[config.mk]
export PLATFORM = sky130hd
export DESIGN_NAME = op_decoder
export DESIGN_NICKNAME = d
export VERILOG_FILES = /design/src/rtl/op_decoder.sv
export SDC_FILE = /design/constraint.sdc
export NUM_CORES = 1
export LEC_CHECK = 0
export ABC_AREA = 1
export CORE_UTILIZATION = 40
export DETAILED_ROUTE_END_ITERATION = 12
export PLACE_DENSITY = 0.58
export SLEW_MARGIN = 20
export SYNTH_ARGS = -nofsm -noshare
export SYNTH_HDL_FRONTEND = slang
export SYNTH_SLANG_ARGS = --single-unit
[constraint.sdc]
create_clock -name clk -period 2.23 [get_ports clk]
set_input_delay 0.669 -clock clk [delete_from_list [all_inputs] [get_ports clk]]
set_output_delay 0.669 -clock clk [all_outputs]
set_load 0.02 [all_outputs]
[src/rtl/op_decoder.sv]
// op_decoder
//   Receive side of the 40-bit op-packet link. Takes pre-sampled serial bits
//   from the line sampler, one strobe per bit. Frame format is a start bit (0),
//   40 data bits MSB first, then a stop bit (1). The op byte [39:32] of each
//   good frame is decoded into an audio-sample, keyboard-poll or
//   control-register action. Decode results appear one clock after the
//   stop-bit strobe.
//
// Ports
//   clk           in   1   system clock
//   rst_n         in   1   asynchronous reset, active-low
//   in_bit        in   1   sampled line bit, qualified by in_bit_valid
//   in_bit_valid  in   1   one-cycle strobe per received bit
//   audio_valid   out  1   pulse: op 8'hC7 decoded
//   audio_data    out  32  packet[31:0] of the last C7 packet
//   kbd_poll      out  1   pulse: op 8'hC5 decoded
//   ctrl_reg      out  8   packet[31:24] of the last C4 packet
//   unknown_op    out  1   pulse: good frame carrying any other op byte
//   frame_error   out  1   pulse: bad stop bit or inter-bit timeout
//   busy          out  1   high while a frame is in progress
//   err_count     out  8   saturating count of frame_error/unknown_op pulses
//
// Build option
//   OPDEC_ERRCNT_EN : when defined, adds the err_count port and its counter.
//
// States
//   ST_IDLE | waiting for a start bit (strobe with in_bit == 0)
//   ST_DATA | shifting in the 40 data bits
//   ST_STOP | waiting for the stop-bit strobe, then decode or flag error

module op_decoder #(
    parameter int TIMEOUT_CYCLES = 1024,
    parameter int TIMEOUT_W      = 11
) (
    input  logic        clk,
    input  logic        rst_n,
    input  logic        in_bit,
    input  logic        in_bit_valid,
    output logic        audio_valid,
    output logic [31:0] audio_data,
    output logic        kbd_poll,
    output logic [7:0]  ctrl_reg,
    output logic        unknown_op,
    output logic        frame_error,
    output logic        busy
`ifdef OPDEC_ERRCNT_EN
    ,
    output logic [7:0]  err_count
`endif
);

    typedef enum logic [1:0] {
        ST_IDLE = 2'd0,
        ST_DATA = 2'd1,
        ST_STOP = 2'd2
    } state_t;

    localparam logic [TIMEOUT_W-1:0] TIMEOUT_LIMIT = TIMEOUT_W'(TIMEOUT_CYCLES);
    localparam logic [5:0]           LAST_BIT      = 6'd39;

    localparam logic [7:0] OP_AUDIO = 8'hC7;
    localparam logic [7:0] OP_KBD   = 8'hC5;
    localparam logic [7:0] OP_CTRL  = 8'hC4;

    state_t                 state_q,       state_d;
    logic [39:0]            shift_q,       shift_d;
    logic [5:0]             bit_cnt_q,     bit_cnt_d;
    logic [TIMEOUT_W-1:0]   gap_q,         gap_d;
    logic                   audio_valid_q, audio_valid_d;
    logic [31:0]            audio_data_q,  audio_data_d;
    logic                   kbd_poll_q,    kbd_poll_d;
    logic [7:0]             ctrl_reg_q,    ctrl_reg_d;
    logic                   unknown_op_q,  unknown_op_d;
    logic                   frame_error_q, frame_error_d;
    logic                   busy_q,        busy_d;
    logic [TIMEOUT_W-1:0]   gap_next;
    logic                   gap_expired;
`ifdef OPDEC_ERRCNT_EN
    logic [7:0]             err_count_q,   err_count_d;
`endif

    // The gap counter only advances on cycles without a strobe, so a strobe
    // landing on the cycle that would reach the limit always wins.
    assign gap_next    = gap_q + TIMEOUT_W'(1);
    assign gap_expired = (gap_next == TIMEOUT_LIMIT);

    always_comb begin
        state_d       = state_q;
        shift_d       = shift_q;
        bit_cnt_d     = bit_cnt_q;
        gap_d         = gap_q;
        audio_data_d  = audio_data_q;
        ctrl_reg_d    = ctrl_reg_q;
        audio_valid_d = 1'b0;
        kbd_poll_d    = 1'b0;
        unknown_op_d  = 1'b0;
        frame_error_d = 1'b0;

        unique case (state_q)
            ST_IDLE: begin
                if (in_bit_valid && !in_bit) begin
                    state_d   = ST_DATA;
                    shift_d   = '0;
                    bit_cnt_d = '0;
                    gap_d     = '0;
                end
            end

            ST_DATA: begin
                if (in_bit_valid) begin
                    shift_d   = {shift_q[38:0], in_bit};
                    bit_cnt_d = bit_cnt_q + 6'd1;
                    gap_d     = '0;
                    if (bit_cnt_q == LAST_BIT) begin
                        state_d = ST_STOP;
                    end
                end else if (gap_expired) begin
                    state_d       = ST_IDLE;
                    frame_error_d = 1'b1;
                    bit_cnt_d     = '0;
                    gap_d         = '0;
                end else begin
                    gap_d = gap_next;
                end
            end

            ST_STOP: begin
                if (in_bit_valid) begin
                    // A 0 here is a broken stop bit, never a new start bit.
                    state_d   = ST_IDLE;
                    bit_cnt_d = '0;
                    gap_d     = '0;
                    if (in_bit) begin
                        case (shift_q[39:32])
                            OP_AUDIO: begin
                                audio_data_d  = shift_q[31:0];
                                audio_valid_d = 1'b1;
                            end
                            OP_KBD: begin
                                kbd_poll_d = 1'b1;
                            end
                            OP_CTRL: begin
                                ctrl_reg_d = shift_q[31:24];
                            end
                            default: begin
                                unknown_op_d = 1'b1;
                            end
                        endcase
                    end else begin
                        frame_error_d = 1'b1;
                    end
                end else if (gap_expired) begin
                    state_d       = ST_IDLE;
                    frame_error_d = 1'b1;
                    bit_cnt_d     = '0;
                    gap_d         = '0;
                end else begin
                    gap_d = gap_next;
                end
            end

            default: begin
                state_d   = ST_IDLE;
                bit_cnt_d = '0;
                gap_d     = '0;
            end
        endcase

        busy_d = (state_d != ST_IDLE);
    end

`ifdef OPDEC_ERRCNT_EN
    always_comb begin
        err_count_d = err_count_q;
        if ((frame_error_d || unknown_op_d) && (err_count_q != 8'hFF)) begin
            err_count_d = err_count_q + 8'd1;
        end
    end
`endif

    always_ff @(posedge clk or negedge rst_n) begin
        if (!rst_n) begin
            state_q       <= ST_IDLE;
            shift_q       <= '0;
            bit_cnt_q     <= '0;
            gap_q         <= '0;
            audio_valid_q <= 1'b0;
            audio_data_q  <= '0;
            kbd_poll_q    <= 1'b0;
            ctrl_reg_q    <= '0;
            unknown_op_q  <= 1'b0;
            frame_error_q <= 1'b0;
            busy_q        <= 1'b0;
`ifdef OPDEC_ERRCNT_EN
            err_count_q   <= '0;
`endif
        end else begin
            state_q       <= state_d;
            shift_q       <= shift_d;
            bit_cnt_q     <= bit_cnt_d;
            gap_q         <= gap_d;
            audio_valid_q <= audio_valid_d;
            audio_data_q  <= audio_data_d;
            kbd_poll_q    <= kbd_poll_d;
            ctrl_reg_q    <= ctrl_reg_d;
            unknown_op_q  <= unknown_op_d;
            frame_error_q <= frame_error_d;
            busy_q        <= busy_d;
`ifdef OPDEC_ERRCNT_EN
            err_count_q   <= err_count_d;
`endif
        end
    end

    assign audio_valid = audio_valid_q;
    assign audio_data  = audio_data_q;
    assign kbd_poll    = kbd_poll_q;
    assign ctrl_reg    = ctrl_reg_q;
    assign unknown_op  = unknown_op_q;
    assign frame_error = frame_error_q;
    assign busy        = busy_q;
`ifdef OPDEC_ERRCNT_EN
    assign err_count   = err_count_q;
`endif

endmodule

==> results by group, run 1 <==
Worst setup path
  • CP Capture Type: primary output
  • WP data required: about 1.6 ns
  • WP data arrival: ~1.3 ns
  • WS Path Type: flop to primary output
  • Worst-path maximum fanout: 2
  • CP peak stage delay: 0.62 ns
  • Worst Path Buf+Inv: 1
  • Worst-path cell chain: clkdlybuf4s50_1
  • Top delay family on crit path: buffers and inverters
  • CP max-delay cell: clkdlybuf4s50_1
  • Worst setup SP type: flop

Drt
  • Via Count: 3527
  • Vias/cell: roughly 4.9
  • Drt initial violations: between 200 and 250
  • Post-DRT Antenna Nets: 0
  • Mean routed wirelength per cell: 12.82 um
  • Drt drc: 0
  • Drt pass-1 iters: 4
  • Detailed Route WL: around 9.2 mm

Cells and area
  • Layout cell share with drive strength beyond 1: ~8.7%
  • Final layout net count: around 580
  • Area growth syn-to-layout: 24.15%
  • Max FFs per register: 40
  • N_diodes: 0
  • Register with the most flip-flops: shift_q

Synthesis
  • Synth unique cells: 32
  • Post-synth top flop: dfrtp_1
  • Mapped Area: 0.004543 mm^2
  • Count leader, synth: nand2_1
  • Main combinational cell family by area after synthesis: simple AND/OR/NAND/NOR gates
  • Post-synthesis compound-gate area fraction: 12.83%
  • Synthesis-stage register bit count: ~100
  • Yosys warnings: 0
  • Post-Syn Nets: roughly 530
  • Post-synthesis mux area share: 0%
  • Post-synth top area cell: dfrtp_1
  • Number of synthesized flops with an enable pin: 0
  • Asr flop ratio synth: between 90% and 100%
  • Post-synthesis xor/xnor area fraction: 0.5784%
  • Simple-gate share of the synthesized area: just under 20%
  • Avg Cell Area, Syn: 8.804 um^2
  • Synth Instances: just over 500
  • Sequential fraction of the synthesis area: between 50% and 60%
  • Area contributors post-synth: dfrtp_1 57%, nand2_1 9.0%, o21ai_0 8.2%, nand3_1 5.6%, inv_1 5.4%
  • Synth top area share: between 50% and 60%
  • Adder-cell share of the synthesized area: under 10%
  • Top post-synthesis cells by count: 109 x nand2_1, 104 x dfrtp_1, 74 x o21ai_0, 65 x inv_1, 51 x nand3_1

GRT
  • Initial antenna violation count: 0
  • Total grt overflow: 0
  • Gr usage total: approximately 17%
  • Vias in the first global route: 3329
  • Global-route wire length before repair: between 15 and 20 mm
  • Largest net degree at the start of global routing: about 110

Power
  • Clock share of power: 33.3%
  • Max VDD drop: approximately 540 uV
  • P_int: 3329 uW
  • Lkg Pwr: 0.002541 uW
  • Net Sw Power: 1530 uW
  • Part of the power in registers: a little over two fifths
  • Logic pwr share: about a quarter
  • Power per cell area: 861.4 mW/mm^2
  • Switching share of total power: between 30% and 40%

Worst hold path
  • Worst Hold Class: input pin to asynchronous set/reset pin

Clock network
  • Worst-skew pair later-pin latency: about 0.34 ns
  • Htree depth: 3
  • CTS sink cnt: 104
  • Root Buffer: clkbuf_16
  • Setup bufs post-CTS: 0
  • PostCTS Resize Cnt: 0
  • Clock transition at the registers of the reported paths: approximately 0.070 ns
  • CTS buffer count: 9
  • Clock Tree Buf Depth: 2
  • CTS tree: done
  • CTS hold repair buffers: 0

Floorplan
  • Std cell rows: 38
  • Die Height: roughly 110 um
  • Die Width: around 110 um
  • Die area: around 0.012 mm^2
  • I/O pins: just under 50
  • Initial Util: between 40 and 50%
  • Core ar.: ~0.011 mm^2

STA
  • RSZ-0062 raised after global routing: false
  • Worst slew margin: approximately 63%
  • Endpoints failing hold: 0
  • Max-slew violations: 0
  • Peak Freq: between 500 and 600 MHz
  • Hold WS: 0.3695 ns
  • Worst Max-Slew Pin Slew: ~0.56 ns
  • Final setup violating endpoints: 0
  • Minimum clock period: about 2.0 ns
  • Tcrit/Tclk final: between 80% and 90%
  • Final setup TNS: 0 ns
  • Clock skew: 0.007648 ns

Place
  • Detail Placement HPWL: 6.153 mm
  • Port bufs: 48
  • Gpl congestion: 0.8240

Outcome
  • Outcome: finished clean

Run
  • Max-cap violations: 0
==> cell families (layout without fill, tap and decap cells) <==
kind of cell               after synthesis  count (layout)
xor gates and xnor gates                 3               3
buffers and inverters                   91             153
DFF                                    104             104
AOI/OAI and AO/OA                      110             110
and+or+nand+nor                        202             202
adders and majority gates                6               6
==> power by group through the flow <==
stage,Clock (uW),Sequential [uW],Combinational [uW]
2_1_floorplan,0,2140,657
3_3_place_gp,0,2120,1160
3_5_place_dp,0,2120,1170
4_1_cts,1670,2080,1180
5_1_grt,1750,2100,1300
6_report,1620,2080,1160
==> cell usage in the layout (no fill, tap or decap), types with 2 or more instances in the layout <==
cell / netlist / final
nor2_1: 17 / 17
nor2_2: 3 / 3
a21oi_1: 4 / 4
nor3_1: 4 / 4
clkdlybuf4s50_1: 0 / 47
ha_1: 6 / 6
buf_4: 0 / 14
nand3_1: 51 / 51
inv_2: 4 / 4
o21ai_0: 74 / 74
o21ai_1: 22 / 22
nand3_2: 2 / 2
inv_1: 65 / 65
buf_12: 0 / 7
clkbuf_16: 0 / 9
nand2_1: 109 / 109
nand4_1: 11 / 11
dfrtp_1: 104 / 104
o22ai_1: 3 / 3
xor2_1: 3 / 3
==> stage by stage <==
stage                     worst slack [ns]  total power (uW)  utilization (%)  area (um^2)  instances
final                               0.2309              4859            51.58         5640        718
after global routing                0.1642              5142            51.58         5640        718
after CTS                           0.2187              4923            51.58         5640        718
after detailed placement          -0.03144              3288            48.78         5334        702
after global placement             0.02563              3278            48.78         5334        702
after floorplan                     0.5954              2800                -         4543        516
==> metal layers <==
| metal | track usage (%) | share of wire [%] |
|---|---|---|
| met1 | 24.79 | 51 |
| met2 | 24.95 | 44 |
| met3 | 3.858 | 4.0 |
| met4 | 5.502 | 1.2 |
| met5 | 0 | 0 |
==> worst paths after layout <==
path / start / endpoint / slack [ns] / depth (start not counted)
setup / recovery: audio_data[0] / audio_data[0] / 0.23 / 1
hold / removal: rst_n / shift_q[7] / 0.37 / 2
setup reg to reg: state_q[0] / audio_data[5] / 0.39 / 10
hold reg to reg: ctrl_reg[0] / ctrl_reg[0] / 0.49 / 2
max in group asynchronous: rst_n / shift_q[39] / 1.42 / 2
min in group clk: ctrl_reg[0] / ctrl_reg[0] / 0.49 / 2
==> layout make-up <==
class | instances | area (um^2)
Clock buffer | 11 | 242.7
Clock inverter | 5 | 63.81
Fill cell | 1033 | 5295
Inverter | 69 | 259.0
Multi-Input combinational cell | 321 | 1582
Sequential cell | 104 | 2603
Tap cell | 140 | 175.2
Timing Repair Buffer | 68 | 715.7
No activity file was read; power rests on OpenSTA's default activity.
==> inputs of run 2 (changes only) <==
CORE_MARGIN = 2   (was unset)
==> run 2 against run 1 <==
Compared with the run above:
- die area grew 3.7%
- global-route usage is 1.5 points lower
- sequential power barely moved
- clock skew down 0.00097 ns
- setup slack worse by 0.0011 ns
- maximum frequency about the same
- clock power increased by 6%
- register-to-register slack barely moved
==> results by group, run 2 (synthesized netlist as in run 1, its figures left out) <==
GRT
  • Gr usage total: 15.55% (-1.5 points)
  • Total grt overflow: 0 (unchanged)
  • Largest net degree at the start of global routing: 92 (-12%)
  • Global-route wire length before repair: 15.81 mm (about the same)
  • Vias in the first global route: 3413 (+2.5%)
  • Initial antenna violation count: 0 (unchanged)

Floorplan
  • Core ar.: 0.01098 mm^2 (+0.43%)
  • Die Width: 110.6 um (+1.8%)
  • Std cell rows: 38 (unchanged)
  • Die area: 0.01223 mm^2 (+3.7%)
  • Initial Util: 41.36% (-0.18 points)
  • Die Height: 110.6 um (+1.8%)
  • I/O pins: 49 (unchanged)

STA
  • Peak Freq: 500.0 MHz (about the same)
  • Worst Max-Slew Pin Slew: 0.4980 ns (-0.06447 ns)
  • Max-slew violations: 0 (unchanged)
  • Minimum clock period: 2.000 ns (+0.001066 ns)
  • Final setup TNS: 0 ns (unchanged)
  • Worst slew margin: 66.80% (+4.3 points)
  • RSZ-0062 raised after global routing: false
  • Endpoints failing hold: 0 (unchanged)
  • Clock skew: 0.006680 ns (-0.0009682 ns)
  • Tcrit/Tclk final: 89.69% (about the same)
  • Final setup violating endpoints: 0 (unchanged)

Worst setup path
  • Worst-path cell chain: clkdlybuf4s50_1
  • Worst path depth: 1 (unchanged)
  • R2R Path End: busy
  • WS Path Type: flop to primary output
  • WP data arrival: 1.33 ns (about the same)
  • Worst Reg-to-Reg Cells: 10 (unchanged)
  • WP data required: 1.56 ns (about the same)
  • Worst-path maximum fanout: 2 (unchanged)
  • Top delay family on crit path: buffers and inverters
  • RR Startpoint: gap_q[1]
  • Worst Path Buf+Inv: 1 (unchanged)
  • Crit path from: audio_data[22]
  • Worst setup path endpoint: audio_data[22]
  • Flop-to-flop setup slack: 0.39 ns (about the same)
  • CP Capture Type: primary output
  • CP peak stage delay: 0.61 ns (about the same)
  • Worst setup SP type: flop
  • CP max-delay cell: clkdlybuf4s50_1

Clock network
  • Worst-skew pair later-pin latency: 0.34 ns (about the same)
  • PostCTS Resize Cnt: 0 (unchanged)
  • CTS sink cnt: 104 (unchanged)
  • CTS hold repair buffers: 0 (unchanged)
  • Htree depth: 3 (unchanged)
  • Setup bufs post-CTS: 0 (unchanged)
  • CTS buffer count: 9 (unchanged)
  • Root Buffer: clkbuf_16
  • Clock transition at the registers of the reported paths: 0.07 ns (about the same)
  • CTS tree: done
  • Clock Tree Buf Depth: 2 (unchanged)

Power
  • Power consumption: 4945 uW (+1.8%)
  • Lkg Pwr: 0.002572 uW (+1.2%)
  • Max VDD drop: 482.8 uV (-11%)
  • Power per cell area: 866.5 mW/mm^2 (+0.59%)

Cells and area
  • Most frequent cells in the layout: 109 x nand2_1, 104 x dfrtp_1, 74 x o21ai_0
  • Register with the most flip-flops: shift_q
  • Final layout net count: 587 (+0.69%)
  • Post-layout util: 51.96% (+0.38 points)
  • N_diodes: 0 (unchanged)
  • Area growth syn-to-layout: 25.61%
  • Post-route cell area: 0.005707 mm^2 (+1.2%)
  • Most common cell after layout, fill and taps aside: nand2_1
  • Layout cell share with drive strength beyond 1: 9.450% (+0.80 points)
  • Final Non-Filler Cells: 722 (+0.56%)
  • Max FFs per register: 40 (unchanged)

Drt
  • Detailed Route WL: 8.992 mm (-2.3%)
  • M1 wire length: 4.528 mm (-2.8%)
  • Met2 WL post-DR: 4.062 mm (about the same)
  • Drt drc: 0 (unchanged)
  • Max Used Layer: met4
  • Vias/cell: 4.922 (+0.21%)
  • Mean routed wirelength per cell: 12.45 um (-2.8%)
  • Met3 Routed Length: 283 um (-24%)
  • Via Count: 3554 (+0.77%)
  • Drt pass-1 iters: 5 (+1)
  • Drt initial violations: 231 (+11%)
  • Post-DRT Antenna Nets: 0 (unchanged)

Outcome
  • Outcome: finished clean

Place
  • Placed inst area: 0.005376 mm^2 (+0.80%)
  • Post-Place Cells: 706 (+0.57%)
  • Detail Placement HPWL: 6.214 mm (+0.99%)
  • Gpl congestion: 0.8132 (-1.3%)
  • Port bufs: 48 (unchanged)

Run
  • Max-cap violations: 0 (unchanged)

Worst hold path
  • Worst Hold Class: input pin to asynchronous set/reset pin
[run 2: cell count changes in the layout (fill, tap and decap cells not counted), sizes merged]
cell,before,now
buf,21,25
clkinvlp,0,2
bufinv,1,2
clkbuf,11,10
clkinv,2,1
inv,71,70
[run 2: area by class of cell]
class                           instances  area, um^2
Timing Repair Buffer                   72       758.2
Sequential cell                       104        2603
Clock inverter                          6       91.34
Tap cell                              140       175.2
Clock buffer                           10       239.0
Multi-Input combinational cell        321        1582
Inverter                               69       259.0
Fill cell                            1066        5276
[run 2: worst min-delay path by stage]
| stage | start | to | slack, ns | depth (start not counted) |
|---|---|---|---|---|
| final | rst_n | audio_data[8] | 0.17 | 1 |
| after global routing | rst_n | audio_data[9] | 0.17 | 1 |
| after CTS | rst_n | audio_data[8] | 0.16 | 1 |
| after detailed placement | shift_q[39] | shift_q[39] | 0.48 | 2 |
| after global placement | shift_q[39] | shift_q[39] | 0.47 | 2 |
| after floorplan | rst_n | audio_data[0] | 0.37 | 0 |
[run 2: metrics by stage]
stage               hold slack (ns)  worst slack [ns]
detailed placement           0.4766          -0.01191
CTS                          0.1616            0.2067
global placement             0.4718           0.02637
finish                       0.1692            0.2299
floorplan                    0.3734            0.5954
global route                 0.1665            0.1763
[run 2: metal layers]
metal / up-vias / global-route usage [%]
li1: 1810 / -
met1: 1672 / 20.99
met2: 58 / 24.74
met3: 14 / 2.689
met4: 0 / 6.750
met5: - / 0
[run 2: power by group]
| part | internal (uW) | switching (uW) | leakage, uW |
|---|---|---|---|
| sequential | 2000 | 86.3 | 0.00141 |
| combinational | 413 | 732 | 0.00100 |
| clock | 1020 | 697 | 0.000157 |
| total | 3430 | 1520 | 0.00257 |
[run 2: worst reg2reg max path: stages (launching register included)]
cell,delay [ns]
dfrtp_1,0.41
ha_1,0.23
nand3_2,0.13
xor2_1,0.20
nand3_1,0.14
nor2_1,0.19
nand3_2,0.15
nand3_1,0.10
nand2_1,0.06
nand2_1,0.07
nand2_1,0.05
==> inputs of run 3 (changes only) <==
GPL_TIMING_DRIVEN = 1   (was unset)
==> results of run 3 <==
The final DEF is identical to that of run 2; final timing and power are the same.
